<file path="config.mk">
export PLATFORM = sky130hd
export DESIGN_NAME = instr_encoder
export DESIGN_NICKNAME = d
export VERILOG_FILES = /design/src/rtl/rv_encode_pkg.sv /design/src/rtl/imm_range_check.sv /design/src/rtl/instr_encoder.sv
export SDC_FILE = /design/constraint.sdc
export NUM_CORES = 1
export LEC_CHECK = 0
export ABC_AREA = 1
export BUFFER_PORTS_ARGS = -buffer_cell sky130_fd_sc_hd__buf_2
export CELL_PAD_IN_SITES_DETAIL_PLACEMENT = 0
export CELL_PAD_IN_SITES_GLOBAL_PLACEMENT = 1
export CORE_MARGIN = 3
export CORE_UTILIZATION = 36
export CTS_BUF_LIST = sky130_fd_sc_hd__clkbuf_4 sky130_fd_sc_hd__clkbuf_8
export CTS_CLUSTER_DIAMETER = 40
export CTS_CLUSTER_SIZE = 12
export DETAILED_ROUTE_END_ITERATION = 16
export GPL_TIMING_DRIVEN = 0
export HOLD_SLACK_MARGIN = 0.06
export PLACE_DENSITY_LB_ADDON = 0.1
export SYNTH_ARGS = -nofsm -noshare
export SYNTH_HDL_FRONTEND = slang
export SYNTH_SLANG_ARGS = --single-unit
</file>
<file path="constraint.sdc">
create_clock -name clk -period 1.89 [get_ports clk]
set_input_delay 0.0945 -clock clk [delete_from_list [all_inputs] [get_ports clk]]
set_output_delay 0.0945 -clock clk [all_outputs]
set_load 0.01 [all_outputs]
</file>
<file path="src/rtl/rv_encode_pkg.sv">
// rv_encode_pkg: format codes, RV32I opcodes, NOP word and immediate range limits for the instruction encoder
package rv_encode_pkg;
   typedef enum logic [2:0] {
      FMT_I_ALU  = 3'd0,
      FMT_LOAD   = 3'd1,
      FMT_STORE  = 3'd2,
      FMT_BRANCH = 3'd3,
      FMT_JAL    = 3'd4
   } fmt_e;
   localparam logic [6:0]  OPC_I_ALU  = 7'b0010011;
   localparam logic [6:0]  OPC_LOAD   = 7'b0000011;
   localparam logic [6:0]  OPC_STORE  = 7'b0100011;
   localparam logic [6:0]  OPC_BRANCH = 7'b1100011;
   localparam logic [6:0]  OPC_JAL    = 7'b1101111;
   localparam logic [31:0] NOP_INSTR  = 32'h0000_0013;
   localparam int IMM12_MIN = -2048;
   localparam int IMM12_MAX = 2047;
   localparam int IMM13_MIN = -4096;
   localparam int IMM13_MAX = 4094;
   localparam int IMM21_MIN = -1048576;
   localparam int IMM21_MAX = 1048574;
   function automatic logic [6:0] fmt_opcode(input logic [2:0] f);
      return (f == FMT_LOAD)   ? OPC_LOAD   :
             (f == FMT_STORE)  ? OPC_STORE  :
             (f == FMT_BRANCH) ? OPC_BRANCH :
             (f == FMT_JAL)    ? OPC_JAL    : OPC_I_ALU;
   endfunction
endpackage

</file>
<file path="src/rtl/imm_range_check.sv">
// imm_range_check: decides whether an immediate is encodable in the given instruction format
module imm_range_check
   import rv_encode_pkg::*;
(
   input  logic [2:0]  i_fmt,
   input  logic [31:0] i_imm,
   output logic        o_ok
);
   logic signed [31:0] w_simm;
   logic               w_in12;
   logic               w_in13;
   logic               w_in21;
   assign w_simm = i_imm;
   assign w_in12 = (w_simm >= IMM12_MIN) && (w_simm <= IMM12_MAX);
   assign w_in13 = (w_simm >= IMM13_MIN) && (w_simm <= IMM13_MAX) && !i_imm[0];
   assign w_in21 = (w_simm >= IMM21_MIN) && (w_simm <= IMM21_MAX) && !i_imm[0];
   assign o_ok = (i_fmt == FMT_I_ALU || i_fmt == FMT_LOAD || i_fmt == FMT_STORE) ? w_in12 :
                 (i_fmt == FMT_BRANCH) ? w_in13 :
                 (i_fmt == FMT_JAL)    ? w_in21 : 1'b0;
endmodule

</file>
<file path="src/rtl/instr_encoder.sv">
// instr_encoder: packs requests into RV32I words and emits (address, word) IMEM write beats through a 2-stage pipeline
module instr_encoder
   import rv_encode_pkg::*;
#(
   parameter int ADDR_W    = 8,
   parameter int BASE_ADDR = 0
) (
   input  logic              clk,
   input  logic              rst,
   input  logic              i_restart,
   input  logic              i_in_valid,
   output logic              o_in_ready,
   input  logic [2:0]        i_in_fmt,
   input  logic [4:0]        i_in_rd,
   input  logic [4:0]        i_in_rs1,
   input  logic [4:0]        i_in_rs2,
   input  logic [2:0]        i_in_funct3,
   input  logic [31:0]       i_in_imm,
   output logic              o_out_valid,
   input  logic              i_out_ready,
   output logic [31:0]       o_out_instr,
   output logic [ADDR_W-1:0] o_out_addr,
   output logic              o_out_err,
   output logic [7:0]        o_err_count
);
   logic              r_s1_valid;
   logic              r_s1_ok;
   logic [2:0]        r_s1_fmt;
   logic [2:0]        r_s1_f3;
   logic [4:0]        r_s1_rd;
   logic [4:0]        r_s1_rs1;
   logic [4:0]        r_s1_rs2;
   logic [20:0]       r_s1_imm;
   logic              r_s2_valid;
   logic              r_s2_err;
   logic [31:0]       r_s2_instr;
   logic [ADDR_W-1:0] r_count;
   logic [7:0]        r_err_cnt;
   logic              w_s2_adv;
   logic              w_s1_adv;
   logic              w_accept;
   logic              w_fire;
   logic              w_ok;
   logic [6:0]        w_opc;
   logic [31:0]       w_i;
   logic [31:0]       w_s;
   logic [31:0]       w_b;
   logic [31:0]       w_j;
   logic [31:0]       w_instr;
   imm_range_check u_chk (
      .i_fmt (i_in_fmt),
      .i_imm (i_in_imm),
      .o_ok  (w_ok)
   );
   assign w_s2_adv    = !r_s2_valid || i_out_ready;
   assign w_s1_adv    = !r_s1_valid || w_s2_adv;
   assign w_accept    = i_in_valid && w_s1_adv;
   assign w_fire      = r_s2_valid && i_out_ready;
   assign o_in_ready  = w_s1_adv;
   assign o_out_valid = r_s2_valid;
   assign o_out_instr = r_s2_instr;
   assign o_out_err   = r_s2_err;
   assign o_err_count = r_err_cnt;
   assign o_out_addr  = ADDR_W'(BASE_ADDR) + r_count;
   // field packing for every format; a rejected request becomes a NOP
   always_comb begin
      w_opc   = fmt_opcode(r_s1_fmt);
      w_i     = {r_s1_imm[11:0], r_s1_rs1, r_s1_f3, r_s1_rd, w_opc};
      w_s     = {r_s1_imm[11:5], r_s1_rs2, r_s1_rs1, r_s1_f3, r_s1_imm[4:0], w_opc};
      w_b     = {r_s1_imm[12], r_s1_imm[10:5], r_s1_rs2, r_s1_rs1, r_s1_f3, r_s1_imm[4:1], r_s1_imm[11], w_opc};
      w_j     = {r_s1_imm[20], r_s1_imm[10:1], r_s1_imm[11], r_s1_imm[19:12], r_s1_rd, w_opc};
      w_instr = !r_s1_ok                  ? NOP_INSTR :
                (r_s1_fmt == FMT_STORE)  ? w_s :
                (r_s1_fmt == FMT_BRANCH) ? w_b :
                (r_s1_fmt == FMT_JAL)    ? w_j : w_i;
   end
   // pipeline valid bits and the output stage; reset drops any in-flight beats
   always_ff @(posedge clk) begin
      if (rst) begin
         r_s1_valid <= 1'b0;
         r_s2_valid <= 1'b0;
         r_s2_instr <= '0;
         r_s2_err   <= 1'b0;
      end else begin
         if (w_s1_adv) r_s1_valid <= i_in_valid;
         if (w_s2_adv) r_s2_valid <= r_s1_valid;
         if (w_s2_adv && r_s1_valid) begin
            r_s2_instr <= w_instr;
            r_s2_err   <= !r_s1_ok;
         end
      end
   end
   // stage 1 payload capture; qualified by r_s1_valid so it needs no reset
   always_ff @(posedge clk) begin
      if (w_accept) begin
         r_s1_fmt <= i_in_fmt;
         r_s1_f3  <= i_in_funct3;
         r_s1_rd  <= i_in_rd;
         r_s1_rs1 <= i_in_rs1;
         r_s1_rs2 <= i_in_rs2;
         r_s1_imm <= i_in_imm[20:0];
         r_s1_ok  <= w_ok;
      end
   end
   // address counter (restart beats a simultaneous handshake) and saturating error counter
   always_ff @(posedge clk) begin
      if (rst) begin
         r_count   <= '0;
         r_err_cnt <= '0;
      end else begin
         if (i_restart) r_count <= '0;
         else if (w_fire) r_count <= r_count + 1'b1;
         if (w_accept && !w_ok && r_err_cnt != 8'hFF) r_err_cnt <= r_err_cnt + 8'd1;
      end
   end
endmodule

</file>
==> results.md, run 1 <==
* Clk sinks at 92
* Slew @ Worst Pin at approximately 710 ps
* RSZ-0062 raised after global routing: no
* Synth top cells by count: nand2_1 (80), dfxtp_1 (49), nor2_1 (49)
* GP Congestion at approximately 0.75
* Critical Path RT at roughly 1800 ps
* Post-route minimum period at 1700 ps
* Fin crit share at roughly nine tenths
* First DRT Iteration DRCs at approximately 130
* Syn-to-layout area delta at 35.7%
* Worst setup path category: input port to flip-flop
* Setup ws final at a little under 200 ps
* Share of layout cells above drive strength 1 at roughly 29%
* Hold Vio Cnt, Final at 0
* Detail Route Antenna Nets at 0
* Sequential area share after synthesis at 59.8%
* Synth area leader: edfxtp_1
* Power, Total at 3.81 mW
* Via count at ~3,300
* Clock Pin Slew Worst Setup and Hold Paths at 80 ps
* CTS max path bufs at 2
* Top-count cell post-synth: nand2_1
* Worst vdd rail ir drop at roughly 0.28 mV
* Top cell type's share of synthesized area at about a third
* GRT Util Overall at roughly 17%
* Hold_ws at between 70 and 80 ps
* Synth Instances at ~400
* Vias in the first global route at 3,183
* Remaining global-route overflow at 0
* Max-slew violations at 0
* Crit Path Max Fanout at 22
* Worst-Skew Late Latency at 350 ps
* CP arrival at 1630 ps
* H-Tree Level Count at 3
* Largest net degree at the start of global routing at 23
* CORE AREA at approximately 0.01 sq mm
* Total routed wirelength at 9.91 mm
* Synth Flop Type: dfxtp_1
* 1st-pass router iterations at 4
* Routed vias/inst at roughly 4.7
* Critical Path Source Type: input port
* Worst Hold Class: input port to flip-flop
* Synthesized area at roughly 0.0038 sq mm
* Mean Syn Cell Area at around 9.6 sq um
* Normalized max-slew margin at a little over half
* Number of synthesized register bits at 92
* Fin Setup TNS at 0 ps
* Crit. End Element: flip-flop
* YS warnings at 0
* Fill count at between 1,000 and 1,500
* FP Rows at 36
* Synth unique cells at 31
* Synth top area cells: edfxtp_1 (34%), dfxtp_1 (26%), nand2_1 (7.9%)
* Fmax at between 0.5 and 0.6 GHz
* Reg2reg setup slack at ~230 ps
* P_leak at about 2.2 nW
* Number of flops mapped to enable cells by yosys at 43
* Final net count at about 620
* DR DRC count at 0
* Pwr dens at 740 mW/mm^2
* Die width at ~110 um
* Final setup viols at 0
* Avg WL per Cell at 14.2 um
* Post-synth ARST share at 0%
* CTS Buf Count at 9
* Io pins at around 110
* First-pass GRT wire length at around 16 mm
* Max-cap violations at 0
* HPWL after DPL at between 6 and 7 mm
* Initial Util at a little under two fifths
* Status: finished, final reports clean
* Root Driver: clkbuf_8
* Die Height at ~110 um
* CTS tree: built
* Synthesized Nets at around 460
* Initial antenna violation count at 0
* Worst Clk Skew at roughly 11 ps
* Input/output buffers at between 100 and 150
* Die area at approximately 0.012 sq mm
* ANT cells at 0
* Pre-CTS setup slack at -254 ps
registers in the layout, indices dropped and copies added (netlist names):
name,cells
o_out_instr,30
r_s1_imm,21
r_s1_rs1,5
r_s1_fmt,3
r_s1_rd,5
r_s1_rs2,5
r_count,8
o_out_err,1
o_out_valid,1
r_s1_ok,1
r_s1_valid,1
r_s1_f3,3
o_err_count,8
per-stage QoR:
| step | area, sq um | std cells | util, % |
|---|---|---|---|
| after CTS | 5130 | 698 | 51.3 |
| after floorplan | 3800 | 396 | - |
| final | 5160 | 700 | 51.6 |
| after detailed placement | 4510 | 637 | 45.1 |
| after global placement | 4510 | 637 | 45.1 |
| after global routing | 5160 | 700 | 51.6 |
path summary, 6_finish.rpt:
path                                 startpoint  cells past startpoint         endpoint
worst min-delay path                        rst                      4        o_out_err
worst max-delay path                i_out_ready                      6     r_s1_imm[11]
worst min register to register  o_out_instr[23]                      2  o_out_instr[23]
worst max register to register   o_err_count[0]                      7   o_err_count[0]
metal layers:
layer	track usage (%)	wire, um	vias to the layer above
li1	-	-	1681
met3	3.79	435	5
met2	29.5	4740	75
met1	23.0	4670	1495
met4	4.15	58	0
met5	0	0	-
cells by family (layout without fill, tap and decap cells):
| logic type | Yosys count | after routing | synth area share [%] |
|---|---|---|---|
| and+or+nand+nor | 173 | 173 | 21.0 |
| adders and majority gates | 2 | 2 | 0.658 |
| AOI/OAI and AO/OA | 79 | 79 | 12.4 |
| buffers and inverters | 43 | 214 | 4.58 |
| DFF | 92 | 92 | 59.8 |
| xor gates and xnor gates | 7 | 7 | 1.61 |
layout by cell type (no fill, tap or decap), drive strengths merged, types with 2 or more instances in the layout:
cell / count
o211ai: 8
dfxtp: 49
xor2: 7
nor3b: 2
nor2: 49
o21ai: 22
edfxtp: 43
clkbuf: 17
clkinv: 3
clkinvlp: 2
a21oi: 46
ha: 2
nand4: 12
buf: 116
nand3: 10
inv: 32
nand2: 91
nor3: 7
dlygate4sd3: 44
critical path, cell delays in order:
cell and delay (ps):
dlygate4sd3_1 530, buf_2 130, inv_1 60, nand3_1 160, nand2_4 180, clkinvlp_4 470
where the power goes:
group	leakage (nW)	internal, mW	total (mW)	switching (mW)
combinational	1.29	0.184	0.413	0.228
sequential	0.818	2.17	2.21	0.0367
clock	0.0946	0.494	1.19	0.700
total	2.20	2.85	3.81	0.965
final cells by class:
class / count / area [sq um] / share of cell area, %
plain buffers: 13 / 61.3 / 1.19
clock buffers: 10 / 131 / 2.55
well taps: 133 / 166 / 3.23
inverters: 30 / 116 / 2.26
repair buffers: 154 / 996 / 19.3
multi-input cells: 261 / 1370 / 26.5
flip-flops and latches: 92 / 2270 / 44.1
clock inverters: 6 / 37.5 / 0.728
repair inverters: 1 / 7.51 / 0.146
timing repair:
action / in CTS / in global routing
hold buffers: 44 / 0
cloned: 1 / 0
resized for setup: 2 / 2
hold endpoints to repair: 45 / 0
pin swaps: 0 / 1
buffers inserted: 0 / 2
setup endpoints to repair: 43 / 15
No activity file was read; power rests on OpenSTA's default activity.
==> run 2, diff against run 1 <==
--- a/config.mk
+++ b/config.mk
@@ -5,13 +5,11 @@
 export SDC_FILE = /design/constraint.sdc
 export NUM_CORES = 1
 export LEC_CHECK = 0
-export ABC_AREA = 1
 export BUFFER_PORTS_ARGS = -buffer_cell sky130_fd_sc_hd__buf_2
 export CELL_PAD_IN_SITES_DETAIL_PLACEMENT = 0
 export CELL_PAD_IN_SITES_GLOBAL_PLACEMENT = 1
 export CORE_MARGIN = 3
 export CORE_UTILIZATION = 36
-export CTS_BUF_LIST = sky130_fd_sc_hd__clkbuf_4 sky130_fd_sc_hd__clkbuf_8
 export CTS_CLUSTER_DIAMETER = 40
 export CTS_CLUSTER_SIZE = 12
 export DETAILED_ROUTE_END_ITERATION = 16
==> results.md, run 2 <==
* Status: finished, final reports clean
* Worst setup path category: flip-flop to flip-flop
* Clk sinks at between 90 and 100
* First-pass GRT wire length at about 15 mm
* Synthesized area at between 0.003 and 0.004 sq mm
* Final instance area at 0.00512 sq mm
* Via count at approximately 3,000
* Compound-Gate Fraction of Synth Area at approximately 8.4%
* H-Tree Level Count at 3
* Pwr dens at approximately 770 mW/mm^2
* Synthesized Nets at 388
* Post-Route Utilization at 51.6%
* Remaining global-route overflow at 0
* GRT met3 Usage at around 3.7%
* HPWL after DPL at 6.39 mm
* Worst Hold Class: input port to flip-flop
* Slew @ Worst Pin at ~560 ps
* Initial Util at a little under two fifths
* Initial antenna violation count at 0
* Commonest non-fill, non-tap cells in the layout: buf_2 (109), dfxtp_1 (49), dlygate4sd3_1 (44), edfxtp_1 (43), nor2_1 (41)
* Clock Pin Slew Worst Setup and Hold Paths at 90 ps
* Routed vias/inst at 4.86
* Worst Clk Skew at ~15 ps
* Number of flops mapped to enable cells by yosys at between 40 and 50
* Share of layout cells above drive strength 1 at between 30% and 40%
* Max-slew violations at 0
* R2r worst-path depth at 6
* WHS Path Cells at 3
* Area after DPL at about 0.0044 sq mm
* Normalized max-slew margin at about 63%
* Final setup viols at 0
* Synth Flop Type: dfxtp_1
* Synth area leader: edfxtp_1
* Detail Route Antenna Nets at 0
* DP Cell Count at between 500 and 600
* Synth top area cells: edfxtp_1 (35%), dfxtp_1 (26%), mux2_2 (4.8%)
* Number of synthesized register bits at just over 90
* Avg WL per Cell at approximately 15 um
* Top-count cell post-synth: dfxtp_1
* CORE AREA at between 0.009 and 0.01 sq mm
* 1st-pass router iterations at 4
* Reg2reg setup slack at between 100 and 150 ps
* Largest register FFs at 30
* Root Driver: clkbuf_8
* Setup bufs post-CTS at 0
* Synth Instances at ~330
* FF-to-FF End: o_err_count[7]
* CTS max path bufs at 2
* P_leak at a little over 2 nW
* Simple-gate share of the synthesized area at 18.0%
* Worst-Skew Late Latency at ~350 ps
* Fill count at about 950
* RSZ-0062 raised after global routing: no
* Critical Path RT at about 2100 ps
* CTS tree: built
* Final net count at between 500 and 600
* First DRT Iteration DRCs at 95
* Largest family of logic cells by synthesized area: simple AND/OR/NAND/NOR gates
* Die width at ~110 um
* Critical R2R Launch: o_err_count[4]
* Syn-to-layout area delta at 37.7%
* Adder-Cell Fraction of Synth Area at 0.673%
* Hold_ws at ~130 ps
* Top cell type's share of synthesized area at roughly a third
* Grt peak-use layer: met2
* Met2 Track Usage GR at 26.1%
* Fin crit share at roughly 94%
* GRT Util Overall at between 10% and 20%
* ANT cells at 0
* Crit Path Max Fanout at 6
* Synth top cells by count: dfxtp_1 (49), edfxtp_1 (43), nor2_1 (41)
* Fin Setup TNS at 0 ps
* Die area at approximately 0.012 sq mm
* Post-synth ARST share at 0%
* Mux contribution to synthesized area at ~7.8%
* FP Rows at 36
* Commonest non-fill, non-tap cell in the layout: buf_2
* Crit. End Element: flip-flop
* Total routed wirelength at just over 9 mm
* Mean Syn Cell Area at approximately 11 sq um
* Sequential area share after synthesis at approximately three fifths
* YS warnings at 0
* Io pins at roughly 110
* Max-cap violations at 0
* Pre-CTS setup slack at -197 ps
* Worst vdd rail ir drop at between 0.3 and 0.4 mV
* Setup ws final at roughly 120 ps
* Die Height at 108 um
* Vias in the first global route at 2,939
* Final Non-Filler Cells at 629
* GP Congestion at around 0.73
* Hold Path Origin: rst
* CP arrival at approximately 2000 ps
* Largest net degree at the start of global routing at 23
* Synth Area in XOR/XNOR at under 10%
* Critical Path Source Type: flip-flop
* Post-route minimum period at around 1800 ps
* Hold Vio Cnt, Final at 0
* CTS Buf Count at 9
* Min-Delay Endpoint: o_err_count[0]
* Routing usage on met1 at 23.8%
* Input/output buffers at about 110
* Fmax at between 0.5 and 0.6 GHz
* Power, Total at just under 4 mW
* DR DRC count at 0
* Synth unique cells at 40
## run 2: layer usage
layer | part of all wire (%) | vias up
li1 | - | 1514
met3 | 5.6 | 9
met4 | 1.1 | 0
met5 | 0 | -
met2 | 46 | 87
met1 | 48 | 1449
## run 2: worst max path at each step
stage	start	endpoint	slack [ps]
CTS	i_out_ready	o_out_instr[12]	60
detailed placement	o_out_valid	r_s1_rs1[0]	-200
global placement	r_s1_fmt[2]	o_out_instr[10]	-190
floorplan	o_out_valid	r_s1_f3[0]	90
finish	o_err_count[4]	o_err_count[7]	120
global route	r_s1_fmt[2]	o_out_instr[8]	5
## run 2: cell type report
| class | instances | area, sq um | area share [%] |
|---|---|---|---|
| buffer | 16 | 77.6 | 1.52 |
| clock buffer | 10 | 128 | 2.49 |
| clock inverter | 6 | 71.3 | 1.39 |
| inverter | 6 | 26.3 | 0.514 |
| multi-input combinational | 213 | 1390 | 27.1 |
| sequential | 92 | 2270 | 44.4 |
| tap | 133 | 166 | 3.25 |
| timing repair buffer | 152 | 981 | 19.2 |
| timing repair inverter | 1 | 7.51 | 0.147 |
## run 2: kinds of logic (layout without fill, tap and decap cells)
group	count (synthesis)	count (layout)
compound gates	48	48
xor+xnor	6	6
mux	26	26
buf+inv	23	191
flops	92	92
simple gates	131	131
fa+ha+maj	2	2
## run 2: critical path, stage by stage, from the launching register on
cell	delay (ps)
dfxtp_1	350
and4_1	220
and2_1	200
a31oi_4	260
nand4_1	130
nor3_1	180
mux2_1	340
## run 2: power breakdown
part | internal [mW] | leakage, nW | switching, mW
registers | 2.17 | 0.818 | 0.0378
clock network | 0.624 | 0.0935 | 0.709
logic | 0.194 | 1.17 | 0.195
## run 2: repair_timing
item / in CTS / in global routing
setup endpoints to repair: 60 / 18
gates resized for setup: 7 / 13
hold endpoints to repair: 44 / 0
hold buffers: 44 / 0
gates cloned: 1 / 0
pin swaps: 0 / 0
